$ cat src/rtl/cnn_pkg.sv
// Shared CNN datapath widths and the argmax classifier state encoding.
package cnn_pkg;

  localparam int DATA_W      = 32;
  localparam int NUM_CLASSES = 10;

  typedef enum logic [1:0] {
    IDLE   = 2'd0,
    LOAD   = 2'd1,
    RESULT = 2'd2
  } state_t;

endpackage

$ cat src/rtl/argmax_classifier.sv
// Streams NUM_CLASSES signed scores and reports the first maximum as index, one-hot and value.
// Result registers one cycle after the last handshake; done pulses as it becomes valid.
module argmax_classifier #(
  parameter int DATA_W      = cnn_pkg::DATA_W,
  parameter int NUM_CLASSES = cnn_pkg::NUM_CLASSES
) (
  input  logic                     clk,
  input  logic                     rst,
  input  logic                     start,
  input  logic                     score_valid,
  input  logic signed [DATA_W-1:0] score_in,
  output logic                     score_ready,
  output logic [NUM_CLASSES-1:0]   classes,
  output logic [3:0]               class_idx,
  output logic [DATA_W-1:0]        max_score,
  output logic                     done,
  output logic                     busy
);
  import cnn_pkg::*;

  localparam logic [3:0] LAST_IDX = 4'(NUM_CLASSES - 1);

  state_t                     state, state_nxt;
  logic [3:0]                 cnt;
  logic [3:0]                 run_idx;
  logic signed [DATA_W-1:0]   run_max;
  logic                       hs;
  logic                       last_hs;

  assign score_ready = (state == LOAD);
  assign busy        = (state != IDLE);
  assign hs          = score_valid & score_ready;
  assign last_hs     = hs && (cnt == LAST_IDX);

  always_ff @(posedge clk) begin
    if (rst) state <= IDLE;
    else     state <= state_nxt;
  end

  // start restarts from any state, so an in-flight inference is simply dropped
  always_comb begin
    state_nxt = state;
    case (state)
      IDLE:    if (start) state_nxt = LOAD;
      LOAD:    if (start) state_nxt = LOAD;
               else if (last_hs) state_nxt = RESULT;
      RESULT:  state_nxt = start ? LOAD : IDLE;
      default: state_nxt = IDLE;
    endcase
  end

  always_ff @(posedge clk) begin
    if (rst) begin
      cnt       <= '0;
      run_idx   <= '0;
      run_max   <= '0;
      classes   <= '0;
      class_idx <= '0;
      max_score <= '0;
      done      <= 1'b0;
    end else begin
      done <= 1'b0;
      if (start) begin
        cnt       <= '0;
        run_idx   <= '0;
        run_max   <= '0;
        classes   <= '0;
        class_idx <= '0;
        max_score <= '0;
      end else if (hs) begin
        cnt <= cnt + 4'd1;
        // strict greater-than keeps the lower index on ties
        if (cnt == 4'd0 || score_in > run_max) begin
          run_max <= score_in;
          run_idx <= cnt;
        end
      end else if (state == RESULT) begin
        class_idx <= run_idx;
        max_score <= run_max;
        classes   <= NUM_CLASSES'(1) << run_idx;
        done      <= 1'b1;
      end
    end
  end

endmodule

$ cat config.mk
export PLATFORM = sky130hd
export DESIGN_NAME = argmax_classifier
export DESIGN_NICKNAME = d
export VERILOG_FILES = /design/src/rtl/cnn_pkg.sv /design/src/rtl/argmax_classifier.sv
export SDC_FILE = /design/constraint.sdc
export NUM_CORES = 1
export LEC_CHECK = 0
export ABC_AREA = 1
export CORE_ASPECT_RATIO = 1.75
export CORE_MARGIN = 4
export CORE_UTILIZATION = 54
export CTS_BUF_LIST = sky130_fd_sc_hd__clkbuf_8
export CTS_CLUSTER_DIAMETER = 100
export DETAILED_ROUTE_END_ITERATION = 8
export GPL_TIMING_DRIVEN = 0
export PLACE_DENSITY = 0.87
export SLEW_MARGIN = 20
export SYNTH_ARGS = -nofsm -noshare
export SYNTH_HDL_FRONTEND = slang
export SYNTH_SLANG_ARGS = --single-unit
$ cat constraint.sdc
create_clock -name clk -period 2.6 [get_ports clk]
set_clock_uncertainty 0.15 [all_clocks]
set_input_delay 0.26 -clock clk [delete_from_list [all_inputs] [get_ports clk]]
set_output_delay 0.26 -clock clk [all_outputs]
set_load 0.01 [all_outputs]
# After elaboration in Yosys (flattened, before gate mapping)
# Cells that the tools add are included.
# word_totals
out_inout_bits	49
latchBits	0
romBits	0
in_bits	36
register_bits	89
elab_cells	34
mem_bits_rw	0
mem_count	0
# classes
n_eq_ne	5
addsub	1
div_mod_pow	0
n_shift	1
muxes	6
n_reduce_logical	10
bitwise_logic	2
n_mul	0
n_lt_le_gt_ge	1
# op_table
cell	n
$gt A32 B32 Y1	1
$shl A1 B4 Y10 const A	1
$mux W2	3
$pmux W2 S3	1
$reduce_and A2 Y1	3
$add A4 B1 Y4 const B	1
$eq A4 B4 Y1 const B	1
$logic_not A4 Y1	1
$ne A3 B2 Y1 const B	1
$reduce_or A3 Y1	1
$eq A2 B1 Y1 const B	1
$eq A2 B2 Y1 const B	1
$logic_not A2 Y1	1
$mux W1	2
$ne A2 B2 Y1 const B	1
$reduce_bool A2 Y1	1
$reduce_or A2 Y1	1
$and A1 B1 Y1	1
$logic_and A1 B1 Y1	1
$logic_or A1 B1 Y1	1
$not A1 Y1	1

# Logic depth before layout (Yosys ltp)
# Gate-level depths: netlist of the first run.
# logic_depth
ltp_word	6
ltp_mapped	21
ltp_nobuf	21

# Worst setup path before layout of the first run
# OpenSTA, ideal clock, no wires.
# synth_timing
path_kind	register to register
from	reg run_max[31]
to	reg run_max[17]
arrival_ps	1724
path_stages_with_launch	15
required_time_ps	2335
n_path_buf	1
setup_ps	115
setup_slack_ps	611
cell_sequence	dfxtp_1 -> inv_1 -> ha_1 -> a21oi_1 -> o21a_1 -> nand2_1 -> a21oi_1 -> nand2_1 -> nand2_1 -> nand2_2 -> nand2_4 -> nand2_8 -> buf_6 -> a21oi_1 -> nor2_1
# synth_between
elab_chain_len	3
# synth_rtl
item	line	rtl
start, declared	argmax_classifier.sv:26	logic signed [DATA_W-1:0] run_max;
start signal, assigned	argmax_classifier.sv:74	run_max <= score_in;
$gt A32 B32 Y1	argmax_classifier.sv:73	if (cnt == 4'd0 || score_in > run_max) begin
$logic_or A1 B1 Y1	argmax_classifier.sv:73	
$reduce_and A2 Y1 (no source line)	--	
# Every way passes these cells.
# A chain may end at the register's enable or synchronous reset.

# Worst setup path after layout of the first run
# layout_timing
from	reg run_max[11]
to	reg run_max[16]
# Same word-level chain as after synthesis.

==> results of run 1 <==
-- routing by layer --
layer	vias up	share of wire, %	wire (um)
met5	-	0	0
li1	2061	-	-
met3	30	5.0	551
met2	139	53	5750
met4	0	2.5	276
met1	1905	40	4330
-- cell usage after synthesis --
cell	count
nor3_1	3
buf_1	3
nand2_4	1
a31oi_1	1
inv_1	52
a21o_1	1
nor4_1	1
nand2_8	1
nand3_1	12
a211oi_1	1
a21oi_1	92
o21ai_0	39
ha_1	35
a22oi_1	2
buf_2	5
inv_2	1
nand2_2	1
o21a_1	1
dfxtp_1	89
nor2_2	2
nor2_1	67
nand4_1	4
clkbuf_1	19
buf_6	7
nand3b_1	31
nand2_1	96
-- how the worst max path moves through the flow --
stage / slack (ns) / end / cells past startpoint / from
4_1_cts: 0.31 / run_max[3] / 15 / run_max[11]
5_1_grt: 0.04 / run_max[29] / 18 / run_max[5]
3_5_place_dp: -0.03 / run_max[18] / 15 / score_in[11]
2_1_floorplan: 0.61 / run_max[17] / 14 / run_max[31]
3_3_place_gp: 0.06 / run_idx[1] / 15 / score_in[11]
6_report: 0.30 / run_max[16] / 16 / run_max[11]
-- layout make-up --
cell class                      count  area (um2)  area share (%)
Clock inverter                      6        92.6            1.69
Buffer                             34         186            3.41
Inverter                           53         199            3.64
Multi-Input combinational cell    391        2140            39.1
Clock buffer                        9         124            2.26
Sequential cell                    89        1780            32.6
Tap cell                           88         110            2.01
Timing Repair Buffer               84         841            15.4
-- cell families (layout without fill, tap and decap cells) --
group	Yosys count	count (layout)	share of synthesized area [%]
buf+inv	87	186	8.95
simple gates	219	219	23.2
flops	89	89	41.4
compound gates	137	137	16.2
fa+ha+maj	35	35	10.2
-- power by group --
part | switching, mW | total (mW) | internal (mW)
Sequential | 0.0111 | 1.39 | 1.38
Combinational | 0.186 | 0.344 | 0.158
Clock | 0.507 | 1.05 | 0.540
-- worst register-to-register path, stage by stage, from the launching register on --
cell and delay (ns):
dfxtp_1 0.35, inv_1 0.06, ha_1 0.30, a21oi_1 0.16, nand2_1 0.09, a21oi_1 0.17, nand2_1 0.09, nand2_1 0.08
nand2_1 0.05, nand2_1 0.07, nand2_2 0.07, nand2_4 0.08, nand2_8 0.09, buf_6 0.16, nand3b_1 0.08, nand2_1 0.08
nor2_1 0.11
-- stage by stage --
stage / hold WS, ns / instance area [um2] / std cells / worst slack, ns
floorplan: 0.188 / 4310 / 567 / 0.611
global placement: 0.299 / 5260 / 739 / 0.0566
detailed placement: 0.309 / 5260 / 739 / -0.0338
CTS: 0.317 / 5470 / 754 / 0.307
global route: 0.331 / 5470 / 754 / 0.0433
finish: 0.321 / 5470 / 754 / 0.302
-- registers in the layout, indices dropped and copies added, names as in the netlist --
| name | flops |
|---|---|
| state | 2 |
| classes | 10 |
| run_idx | 4 |
| class_idx | 4 |
| done | 1 |
| max_score | 32 |
| run_max | 32 |
| cnt | 4 |
==> metrics.txt, run 1 <==
CP required=around 2.8 ns; DR vias/cell=5.48; # fillers=613; Post-Synthesis Cells=567; Min-Delay Startpoint=classes[5]; via count=4135; I/O Buffers=84; final hold violation count=0; Yosys top cell area share=41.4%; diode count=0; Final Core Density=71.3%; Leakage=2.10 nW; peak supply drop=456 uV; hold_buf cts=0; CP Capture Type=register; Pwr per Cell Area=508 nW/um2; commonest non-fill, non-tap cell in the layout=nand2_1; syn nets=638; Routed Antenna Nets=0; # DRC=0; CTS tree=done; GR Util met2=41.5%; hold depth=2; # Max-Cap Violations=0; most common cell type on the critical path=nand2_1; initial DRC count=approximately 370; fraction of layout cells with a size suffix above 1=under 10%; Routed Wire Length=10900 um; worst r2r src=run_max[11]; worst-path fanout max=10; gr ovfl total=0; register area share after synthesis=between 40% and 50%; global-route track usage on met1=between 20 and 30%; GRT Total Usage=23.9%; Power, Total=between 2 and 3 mW; first-pass GRT wire length=17800 um; Synth Register Bits=89; hpwl dp=8250 um; normalized max-slew margin=60.7%; crit-path cells=inv_1 > ha_1 > a21oi_1 > nand2_1 > a21oi_1 > nand2_1 > nand2_1 > nand2_1 > nand2_1 > nand2_2 > nand2_4 > nand2_8 > buf_6 > nand3b_1 > nand2_1 > nor2_1; met3 usage in global routing=5.02%; setup tns final=0 ns; startpoint types=register; Final Setup Violations=0; FF-to-FF End=run_max[16]; critical path's largest stage delay=0.35 ns; Crit Path Category=reg2reg; initial antenna violation count=0; Rows=42; Worst-Margin Slew=0.587 ns; Critical Path Slowest Stage Cell=dfxtp_1; mapped cell area=4310 um2; period utilization=88.4%; layer with the highest usage=met2; area grow syn2layout=27.1%; Ys Warns=0; die area=9520 um2; crit path time final=around 2.3 ns; Max Slew Vio Count=0; Setup Buffers After CTS=0; Crit path max-delay family=simple AND/OR/NAND/NOR gates; CTS root buffer=clkbuf_8; vias in the first global route=between 3000 and 4000; hold-critical path endpoint=classes[5]; hold crit path type=reg2reg; Core ar.=7670 um2; critical path data arrival time=~2.5 ns; Area contributors post-synth=dfxtp_1 (41%), a21oi_1 (11%), ha_1 (10%); routability cong.=0.962; distinct cell type count after synthesis=26; nets=733; Clock Latency Late Sink=0.37 ns; Worst-path clk slew=0.09 ns; H-tree Lvls=3; Starting Density=56.1%; fmax=approximately 440 MHz; Yosys top cell by area=dfxtp_1; TritonRoute pass-1 iters=6; Clock Tree Buf Depth=2; unrepaired setup endpoints after global routing=false; Top-Level Pins=85; total clock sinks=89; cts bufs inserted=9; status=completed; die width=75.5 um; Die Ht=126 um; WP buf/inv=2; largest net degree at the start of global routing=16; Avg WL per Cell=14.5 um; Reg2Reg Setup Slack=roughly 0.3 ns; R2R depth=16; most frequent cells in the layout=nand2_1 (96), a21oi_1 (92), dfxtp_1 (89); post-cts resize count=0; syn_area_per_cell=7.59 um2
Note: power is estimated with default switching activity, not from simulation.
==> inputs of run 2 (changes only) <==
--- a/config.mk
+++ b/config.mk
@@ -13,7 +13,7 @@
 export CTS_CLUSTER_DIAMETER = 100
 export DETAILED_ROUTE_END_ITERATION = 8
 export GPL_TIMING_DRIVEN = 0
-export PLACE_DENSITY = 0.87
+export PLACE_DENSITY = 0.83
 export SLEW_MARGIN = 20
 export SYNTH_ARGS = -nofsm -noshare
 export SYNTH_HDL_FRONTEND = slang
==> metrics.txt, run 2 (synthesis gave the netlist of run 1 again) <==
status=completed; design area=5460 um2 (-0.25%); setup tns final=0 ns (unchanged); fmax=437 MHz (+0.43%); Clock power frac=36.2% (-1.4 points); via count=4092 (-1.0%); dpl cell area=5260 um2 (unchanged); switching share of power=25.3% (+0.047 points); Rows=42 (unchanged); worst-path fanout max=10 (unchanged); TritonRoute pass-1 iters=5 (-1); die area=9520 um2 (unchanged); largest net degree at the start of global routing=15 (-1); unrepaired setup endpoints after global routing=false; hold crit path type=reg2reg; vias in the first global route=4069 (+2.5%); normalized max-slew margin=59.8% (-0.94 points); Clock Latency Late Sink=0.36 ns (about the same); PnR worst setup slack=0.312 ns (+0.00991 ns); diode count=0 (unchanged); startpoint types=register; Reg power frac=51.1% (+1.1 points); Psw=0.689 mW (-2.0%); Worst-path clk slew=0.09 ns (about the same); Leakage=2.10 nW (about the same); most common cell type on the critical path=nand2_1; post-cts resize count=0 (unchanged); gr ovfl total=0 (unchanged); final hold violation count=0 (unchanged); Routed Antenna Nets=0 (unchanged); Top-Level Pins=85 (unchanged); GRT Total Usage=24.2% (+0.27 points); Avg WL per Cell=14.4 um (-0.18%); logic gate share of total power=12.6% (+0.3 points); fraction of layout cells with a size suffix above 1=4.95% (unchanged); internal power=2.03 mW (-2.3%); CTS root buffer=clkbuf_8; Worst-Margin Slew=0.601 ns (+0.0141 ns); Critical Path Slowest Stage Cell=dfxtp_1; nets=733 (unchanged); Max Slew Vio Count=0 (unchanged); CTS tree=done; hold_buf cts=0 (unchanged); Power, Total=2.72 mW (-2.2%); Final Setup Violations=0 (unchanged); hpwl dp=8240 um (-0.11%); # DRC=0 (unchanged); crit-path cells=inv_1 > ha_1 > a21oi_1 > o21ai_0 > a21oi_1 > nand2_1 > nand2_1 > nand3_1 > nand2_2 > nand2_4 > nand2_8 > buf_6 > nand3b_1 > nand2_1 > nor2_1; DR vias/cell=5.43 (-1.0%); peak supply drop=363 uV (-20%); Core ar.=7670 um2 (unchanged); die width=75.5 um (unchanged); Place WS=-0.0104 ns (+0.0234 ns); initial antenna violation count=0 (unchanged); # Max-Cap Violations=0 (unchanged); area grow syn2layout=26.8%; Starting Density=56.1% (unchanged); I/O Buffers=84 (unchanged); routability cong.=0.960 (-0.27%); critical path data arrival time=2.39 ns (-0.06 ns); CP required=2.71 ns (-0.05 ns); Routed Wire Length=10900 um (-0.18%); Die Ht=126 um (unchanged); commonest non-fill, non-tap cell in the layout=nand2_1; initial DRC count=195 (-47%); total clock sinks=89 (unchanged); CP Capture Type=register; cts bufs inserted=9 (unchanged); Setup Buffers After CTS=0 (unchanged); crit path time final=2.29 ns (-0.00991 ns); Clock Tree Buf Depth=2 (unchanged); H-tree Lvls=3 (unchanged); first-pass GRT wire length=18100 um (+1.4%); Crit Path Category=reg2reg; Pwr per Cell Area=498 nW/um2 (-2.0%); largest registers=max_score: 32 flops, run_max: 32 flops, classes: 10 flops; Hold WS=0.316 ns (-0.00483 ns); most frequent cells in the layout=nand2_1 (96), a21oi_1 (92), dfxtp_1 (89); period utilization=88.0% (-0.38 points); critical path's largest stage delay=0.35 ns (about the same)
[run 2: cell types whose count changed in the layout (fill, tap and decap cells not counted), sizes merged]
cell | before | now
bufinv | 2 | 1
clkbuf | 28 | 30
clkinvlp | 2 | 1
[run 2: path summary, 6_finish.rpt]
check	from	endpoint	slack [ns]	cells past startpoint
setup / recovery	run_max[13]	run_max[16]	0.31	15
hold / removal	classes[0]	classes[0]	0.32	2
hold reg to reg	classes[0]	classes[0]	0.32	2
setup reg to reg	run_max[13]	run_max[16]	0.31	15
[run 2: cell type report]
cell class / instances / area (um2)
fill: 622 / 2210
buffer: 34 / 186
clock buffer: 11 / 151
timing repair buffer: 84 / 841
clock inverter: 4 / 51.3
inverter: 53 / 199
tap: 88 / 110
sequential: 89 / 1780
multi-input combinational: 391 / 2140
[run 2: power by group through the flow]
stage               clock network [mW]  registers [mW]  logic [mW]
finish                           0.985            1.39       0.344
global route                      1.05            1.39       0.387
CTS                               1.00            1.39       0.344
detailed placement                   0            1.42       0.341
global placement                     0            1.42       0.330
floorplan                            0            1.42       0.218
[run 2: per-layer routing]
metal  part of all wire (%)  vias to the layer above  global-route usage [%]
met5                      0                        -                       0
li1                       -                     2058                       -
met3                    4.4                       21                    3.51
met4                    2.4                        0                    10.1
met2                     54                      109                    43.4
met1                     39                     1904                    27.1
[run 2: critical path, delay by kind of cell, from the launching register on]
kind                     cells  cell delay (ns)
AND/OR/NAND/NOR              9             0.73
AO/OA/AOI/OAI                3             0.45
flip-flops                   1             0.35
buffers and inverters        2             0.22
adder cells (fa/ha/maj)      1             0.29
[run 2: through the flow]
| stage | std cells | util, % |
|---|---|---|
| floorplan | 567 | - |
| global placement | 739 | 68.5 |
| detailed placement | 739 | 68.5 |
| CTS | 754 | 71.2 |
| global route | 754 | 71.2 |
| finish | 754 | 71.2 |
==> inputs of run 3 (changes only) <==
--- a/config.mk
+++ b/config.mk
@@ -14,6 +14,7 @@
 export DETAILED_ROUTE_END_ITERATION = 8
 export GPL_TIMING_DRIVEN = 0
 export PLACE_DENSITY = 0.83
+export REMOVE_ABC_BUFFERS = 1
 export SLEW_MARGIN = 20
 export SYNTH_ARGS = -nofsm -noshare
 export SYNTH_HDL_FRONTEND = slang
==> metrics.txt, run 3 (synthesis gave the netlist of run 1 again) <==
# DRC=0 (unchanged); Rows=42 (unchanged); status=completed; first-pass GRT wire length=16500 um (-8.8%); largest net degree at the start of global routing=72 (+57); hold crit path type=reg2reg; setup tns final=0 ns (unchanged); hpwl dp=7090 um (-14%); CTS tree=done; Min-Delay Startpoint=classes[1]; most common cell type on the critical path=nand2_1; commonest non-fill, non-tap cell in the layout=nand2_1; Avg WL per Cell=14.3 um (-1.2%); initial antenna violation count=0 (unchanged); I/O Buffers=84 (unchanged); # Max-Cap Violations=0 (unchanged); die width=75.5 um (unchanged); DP Cell Count=709 (-4.1%); CP required=2.74 ns (+0.03 ns); dpl cell area=5170 um2 (-1.6%); largest registers=max_score: 32 flops, run_max: 32 flops, classes: 10 flops; period utilization=89.7% (+1.7 points); CTS root buffer=clkbuf_8; Clock Latency Late Sink=0.36 ns (about the same); GRT Total Usage=21.5% (-2.6 points); Core ar.=7670 um2 (unchanged); startpoint types=register; Pwr per Cell Area=477 nW/um2 (-4.2%); CP Capture Type=register; TritonRoute pass-1 iters=4 (-1); final hold violation count=0 (unchanged); Sequential Area=1780 um2 (unchanged); R2R depth=17 (+2); Die Ht=126 um (unchanged); hold-critical path endpoint=classes[1]; Routed Wire Length=10400 um (-4.9%); Routed Antenna Nets=0 (unchanged); Critical Path Slowest Stage Cell=dfxtp_1; worst-path fanout max=18 (+8); die area=9520 um2 (unchanged); gr ovfl total=0 (unchanged); Power, Total=2.59 mW (-5.0%); diode count=0 (unchanged); area grow syn2layout=25.8%; initial DRC count=301 (+54%); Place WS=-0.189 ns (-0.178 ns); Leakage=2.05 nW (-2.3%); via count=3938 (-3.8%); fraction of layout cells with a size suffix above 1=4.86% (-0.096 points); Crit Path Category=reg2reg; Starting Density=56.1% (unchanged); unrepaired setup endpoints after global routing=false; Finished Layout Cells=726 (-3.7%); cts bufs inserted=9 (unchanged); DR vias/cell=5.42 (about the same); Max Slew Vio Count=0 (unchanged); vias in the first global route=3789 (-6.9%); fmax=429 MHz (-1.9%); Worst-Margin Slew=0.767 ns (+0.166 ns); peak supply drop=366 uV (+0.80%); Final Setup Violations=0 (unchanged); crit path time final=2.33 ns (+0.0448 ns); Clock Tree Buf Depth=2 (unchanged); crit-path cells=inv_1 > ha_1 > nand2_1 > nand2_1 > nand2_1 > nand2_1 > nand2_1 > nand3_1 > a21oi_2 > nand2_1 > nand2_1 > nand2_2 > nand2_8 > nand2_8 > nand3b_1 > nand2_1 > nor2_1; critical path data arrival time=2.48 ns (+0.09 ns); normalized max-slew margin=48.7% (-11 points); hold depth=2 (unchanged); routability cong.=0.822 (-14%); # fillers=648 (+4.2%); Worst-path clk slew=0.08 ns (about the same); worst r2r src=run_max[17]; area of the multi-input gates=2240 um2 (+4.6%); Reg2Reg Setup Slack=0.27 ns (-0.04 ns); most frequent cells in the layout=nand2_1 (95), a21oi_1 (89), dfxtp_1 (89); critical path's largest stage delay=0.34 ns (about the same); total clock sinks=89 (unchanged); PnR worst setup slack=0.267 ns (-0.0448 ns); nets=706 (-3.7%); Top-Level Pins=85 (unchanged); H-tree Lvls=3 (unchanged); design area=5420 um2 (-0.76%); FF-to-FF End=run_max[23]
-- run 3: area by class of cell --
| cell class | count | share of cell area (%) |
|---|---|---|
| clock buffer | 11 | 2.79 |
| clock inverter | 3 | 0.208 |
| inverter | 53 | 3.67 |
| multi-input combinational | 394 | 41.3 |
| sequential | 89 | 32.9 |
| tap | 88 | 2.03 |
| timing repair buffer | 88 | 17.1 |
-- run 3: repair_timing --
item                       in CTS  in global routing
gates resized for setup         0                  8
setup buffers                   0                  0
hold buffers                    0                  0
setup endpoints to repair       0                 36
-- run 3: worst max path at each step --
| stage | startpoint | end | slack (ns) |
|---|---|---|---|
| 6_report | run_max[17] | run_max[23] | 0.27 |
| 3_3_place_gp | start | cnt[3] | -3.05 |
| 5_1_grt | run_max[23] | run_idx[3] | 0.02 |
| 2_1_floorplan | state[1] | classes[5] | -1.20 |
| 3_5_place_dp | score_in[19] | run_idx[3] | -0.19 |
| 4_1_cts | run_max[19] | run_idx[3] | 0.13 |
-- run 3: through the flow --
stage,util [%],hold slack (ns)
4_1_cts,69.5,0.317
6_report,70.6,0.317
5_1_grt,70.6,0.334
3_5_place_dp,67.4,0.305
3_3_place_gp,66.1,0.301
2_1_floorplan,-,0.188
-- run 3: worst max-delay path: cells and delay by family (launching register included) --
family,cells,cell delay [ns]
adder cells (fa/ha/maj),1,0.29
AND/OR/NAND/NOR,14,1.25
AO/OA/AOI/OAI,1,0.16
buffers and inverters,1,0.07
flip-flops,1,0.34
-- run 3: layer usage --
metal / GRT usage, % / share of wire (%)
met4: 8.55 / 2.1
met3: 4.47 / 3.8
met5: 0 / 0
met2: 38.0 / 54
met1: 24.3 / 40
-- run 3: power by group --
part	switching, mW	total [mW]	internal, mW
logic	0.196	0.355	0.159
clock network	0.457	0.837	0.380
registers	0.0135	1.39	1.38
total	0.667	2.59	1.92
